### src/rtl/ram_arbiter.sv
// Round-robin arbiter sharing one SDRAM command port between COUNT requesters,
// with a free-running auto-refresh scheduler that takes priority over accesses.
module ram_arbiter #(
  parameter int unsigned COUNT         = 3,
  parameter int unsigned ADDR_WIDTH    = 23,
  parameter int unsigned DATA_WIDTH    = 16,
  parameter int unsigned RFSH_INTERVAL = 1620
) (
  input  logic                          CLK,
  input  logic                          RESET,
  input  logic [COUNT-1:0]              REQ_VALID,
  input  logic [COUNT-1:0]              REQ_WE,
  input  logic [COUNT*ADDR_WIDTH-1:0]   REQ_ADDR,
  input  logic [COUNT*DATA_WIDTH-1:0]   REQ_DIN,
  output logic [COUNT-1:0]              REQ_READY,
  output logic [COUNT-1:0]              RSP_VALID,
  output logic [DATA_WIDTH-1:0]         RSP_DOUT,
  output logic [ADDR_WIDTH-1:0]         MEM_ADDR,
  output logic [DATA_WIDTH-1:0]         MEM_DIN,
  output logic                          MEM_OE_n,
  output logic                          MEM_WE_n,
  output logic                          MEM_RFSH_n,
  input  logic [DATA_WIDTH-1:0]         MEM_DOUT,
  input  logic                          MEM_ACK
);

  localparam int unsigned IW = (COUNT > 2) ? 2 : 1;
  localparam int unsigned TW = $clog2(RFSH_INTERVAL);

  typedef enum logic [1:0] {IDLE, ACCESS, REFRESH} state_t;

  state_t          state;
  logic [IW-1:0]   gnt;
  logic [IW-1:0]   last;
  logic [TW-1:0]   timer;
  logic [1:0]      rfsh_pend;

  logic            found;
  logic [IW-1:0]   win;
  logic [IW-1:0]   idx;
  logic            wrap;
  logic            rfsh_ack;

  // Search starts one past the previous winner and wraps, giving round-robin order.
  always_comb begin
    found = 1'b0;
    win   = '0;
    idx   = '0;
    for (int unsigned k = 1; k <= COUNT; k++) begin
      idx = IW'((32'(last) + k) % COUNT);
      if (!found && REQ_VALID[idx]) begin
        found = 1'b1;
        win   = idx;
      end
    end
  end

  assign wrap     = (timer == TW'(RFSH_INTERVAL - 1));
  assign rfsh_ack = (state == REFRESH) && MEM_ACK;

  always_ff @(posedge CLK) begin
    if (RESET) begin
      state      <= IDLE;
      gnt        <= '0;
      last       <= IW'(COUNT - 1);
      timer      <= '0;
      rfsh_pend  <= '0;
      REQ_READY  <= '0;
      RSP_VALID  <= '0;
      RSP_DOUT   <= '0;
      MEM_ADDR   <= '0;
      MEM_DIN    <= '0;
      MEM_OE_n   <= 1'b1;
      MEM_WE_n   <= 1'b1;
      MEM_RFSH_n <= 1'b1;
    end else begin
      REQ_READY <= '0;
      RSP_VALID <= '0;

      timer <= wrap ? '0 : timer + 1'b1;
      // A wrap landing on a refresh ack leaves the pending count untouched.
      if (wrap && !rfsh_ack) begin
        if (rfsh_pend != 2'd3) rfsh_pend <= rfsh_pend + 2'd1;
      end else if (!wrap && rfsh_ack) begin
        rfsh_pend <= rfsh_pend - 2'd1;
      end

      case (state)
        IDLE: begin
          if (rfsh_pend != 2'd0) begin
            state      <= REFRESH;
            MEM_RFSH_n <= 1'b0;
          end else if (found) begin
            state     <= ACCESS;
            gnt       <= win;
            last      <= win;
            REQ_READY <= COUNT'(1) << win;
            MEM_ADDR  <= REQ_ADDR[win*ADDR_WIDTH +: ADDR_WIDTH];
            MEM_DIN   <= REQ_DIN[win*DATA_WIDTH +: DATA_WIDTH];
            MEM_OE_n  <= REQ_WE[win];
            MEM_WE_n  <= ~REQ_WE[win];
          end
        end
        ACCESS: begin
          if (MEM_ACK) begin
            state     <= IDLE;
            RSP_DOUT  <= MEM_DOUT;
            RSP_VALID <= COUNT'(1) << gnt;
            MEM_OE_n  <= 1'b1;
            MEM_WE_n  <= 1'b1;
          end
        end
        REFRESH: begin
          if (MEM_ACK) begin
            state      <= IDLE;
            MEM_RFSH_n <= 1'b1;
          end
        end
        default: state <= IDLE;
      endcase
    end
  end

endmodule

### config.mk
export PLATFORM = sky130hd
export DESIGN_NAME = ram_arbiter
export DESIGN_NICKNAME = d
export VERILOG_FILES = /design/src/rtl/ram_arbiter.sv
export SDC_FILE = /design/constraint.sdc
export NUM_CORES = 1
export LEC_CHECK = 0
export BUFFER_PORTS_ARGS = -buffer_cell sky130_fd_sc_hd__buf_4
export CORE_UTILIZATION = 49
export CTS_BUF_LIST = sky130_fd_sc_hd__clkbuf_4
export CTS_CLUSTER_SIZE = 20
export DETAILED_ROUTE_END_ITERATION = 6
export PLACE_DENSITY = 0.83
export REMOVE_ABC_BUFFERS = 1
export SYNTH_ARGS = -nofsm -noshare
export SYNTH_HDL_FRONTEND = slang
export SYNTH_SLANG_ARGS = --single-unit
### constraint.sdc
create_clock -name CLK -period 3.15 [get_ports CLK]
set_clock_uncertainty 0.2 [all_clocks]
set_input_delay 0 -clock CLK [delete_from_list [all_inputs] [get_ports CLK]]
set_output_delay 0 -clock CLK [all_outputs]
set_load 0.02 [all_outputs]
==> results_dict.tcl <==
set metrics [dict create \
    status "finished, violations left" \
    antenna_found_initial 3 \
    crit_fanout 22 \
    hold_violations 0 \
    violations "design-rule violations, negative setup slack" \
    sw_frac_of_total_pct 48.4 \
    synth_cell_types 57 \
    setup_violations 1 \
    wl_per_cell_um 22.4 \
    ant_nets 0 \
    avgSynthCellArea_um2 9.00 \
    htreeDepth 3 \
    yosys.area.top_type_share_pct 36.5 \
    drive_above_1_share_pct 32.2 \
    grt_pass1_wl_um 30800 \
    die_area_um2 9570 \
    postSynthCellCount 500 \
    ioPinCount 206 \
    coreArea_um2 8810 \
    nets 993 \
    synthTopCellsByArea "dfxtp_1 (36%), o32ai_2 (7.9%), a211o_1 (7.6%)" \
    power_density_nw_per_um2 796 \
    worstSetupEndpointType "register" \
    cap_violations 0 \
    drc 20 \
    ys_seq_area_share_pct 36.5 \
    final_max_slew_viol_count 0 \
    min_period_over_period_pct 100 \
    cts.sinks 82 \
    p_leak_nw 3.43 \
    cts_root_buf "clkbuf_4" \
    core.rowCount 34 \
    globalRouteTotalUtil_pct 41.5 \
    cts_tree "built" \
    power_frac_clock_pct 11.6 \
    p_int_mw 3.20 \
    peakVddDrop_mv 0.428 \
    seq_power_share_pct 24.1 \
    crit_path_start_kind "register" \
    vias 5946 \
    required_ns 3.28 \
    grt-ovfl-total 0 \
    ys_seq_elements 82 \
    dpl.hpwl_um 10000 \
    relSlewSlack_pct 27.6 \
    fin_area_um2 7790 \
    syn_to_final_growth_pct 73.0 \
    fin_ws_ns -0.00940 \
    pre_cts_slack_ns 0.0931 \
    netlist_area_um2 4500 \
    dr.first_iter.drc_count 595 \
    initial_core_util_pct 51.1 \
    max_slew.worst_pin.slew_ns 1.08 \
    routed_wl_um 21500 \
    insertion_delay_ns 0.45 \
    total_power_mw 6.20 \
    netSwitchingPower_mw 3.00 \
    ys_warn_count 0 \
    p_comb_share_pct 64.2 \
    placed_area_um2 6000 \
    vias_per_cell 6.20 \
    die_y_um 97.9 \
    final_cell_mix "buf_4 (212), dlygate4sd3_1 (157), dfxtp_1 (82), nor2_1 (61), inv_1 (47)" \
    final_common_cell "buf_4" \
    gp_congestion 0.981 \
    grt_pass1_vias 6071 \
    hp-class "in2reg" \
    fmax_mhz 317 \
    critical_path_class "reg2reg" \
    io_buffers 205 \
    grt_max_degree 46 \
    cts_buffers 9 \
    netlist.top_cell.by_area "dfxtp_1" \
    worstPathArrival_ns 3.29 \
    fin_crit_ns 3.16 \
    ctsLongestPathBuffers 2 \
    clk_pin_slew_ns 0.19 \
    die_width_um 97.9 \
    first_pass_iters 7 \
]
## stage by stage
stage                     cells  util, %  hold WS (ns)  TNS [ns]
final                       959     88.4         0.219  -0.00940
after global placement      779     68.1        0.0478         0
after CTS                   952     87.7         0.217         0
after floorplan             458        -        -0.131    -62.46
after detailed placement    779     68.1        0.0576         0
after global routing        959     88.4         0.216    -0.276
## sequential cells by signal, indices dropped and copies added (netlist names), 2 cells and up
register   count
MEM_ADDR      23
MEM_DIN       16
REQ_READY      3
RSP_DOUT      16
RSP_VALID      3
gnt            2
rfsh_pend      2
state          2
timer         11
## cells in the mapped netlist, drive strengths merged
cell	count
or2	1
xnor2	3
and3	5
nor4b	1
o32a	1
clkbuf	13
xor2	5
and4	1
a221oi	3
nor4	2
nand3b	3
o211ai	3
a21o	1
or3	1
nand2	45
o21ai	8
a2bb2oi	1
nand3	6
o22ai	1
a21oi	22
nand4b	1
inv	47
o31ai	40
a311oi	1
mux2i	4
o32ai	39
o221ai	1
a211oi	2
nor3	5
nor2b	1
a31oi	2
ha	8
nand2b	4
and4b	1
buf	29
a21boi	3
and2b	1
dfxtp	82
a211o	39
and2	1
nor2	63
## critical path: stages, from the launching register on
cell,delay (ns)
dfxtp_1,0.39
inv_1,0.13
ha_2,0.31
and2b_1,0.22
o21ai_1,0.16
nor2_2,0.87
o31ai_1,0.28
o32ai_1,0.47
## layer usage
layer,vias to the layer above,global-route usage [%],wire [µm],part of all wire [%]
met5,-,0,0,0
met4,0,36.0,1960,9.1
met3,178,9.52,2080,9.7
met2,525,73.6,10500,49
met1,2737,40.8,6920,32
li1,2506,-,-,-
## logic make-up (layout without fill, tap and decap cells)
kind of cell,Yosys count,after routing,synth area share [%]
mux,4,4,1.17
buf+inv,89,436,10.3
xor+xnor,8,8,1.56
simple gates,142,143,14.6
flops,82,82,36.5
fa+ha+maj,8,8,2.22
other cells,0,3,0
compound gates,167,167,33.7
## path summary, 6_finish.rpt
path	startpoint	slack, ns	end	depth (start not counted)
setup / recovery	gnt[0]	-0.009	MEM_DIN[2]	7
hold / removal	MEM_ACK	0.22	MEM_RFSH_n	4
setup reg to reg	gnt[0]	-0.009	MEM_DIN[2]	7
hold reg to reg	MEM_ADDR[8]	0.28	MEM_ADDR[8]	2
## power by group through the flow
stage | registers [mW] | clock network, mW | logic, mW
floorplan | 1.70 | 0 | 2.01
global placement | 1.46 | 0 | 3.26
detailed placement | 1.46 | 0 | 3.37
CTS | 1.45 | 0.678 | 3.55
global route | 1.51 | 0.751 | 4.15
finish | 1.49 | 0.722 | 3.98
## what timing repair did
| item | in CTS | in global routing |
|---|---|---|
| setup endpoints to repair | 0 | 38 |
| resized for setup | 0 | 5 |
| buffers inserted | 0 | 3 |
| hold endpoints to repair | 69 | 0 |
| hold buffers | 157 | 0 |
## final cells by class
type	instances	area (µm²)
clock buffers	9	67.6
fillers	381	1020
clock inverters	7	81.3
repair buffers	373	3230
multi-input cells	330	2440
flip-flops and latches	82	1640
inverters	47	176
diodes	3	7.51
well taps	108	135
(Power assumes the default switching activity.)
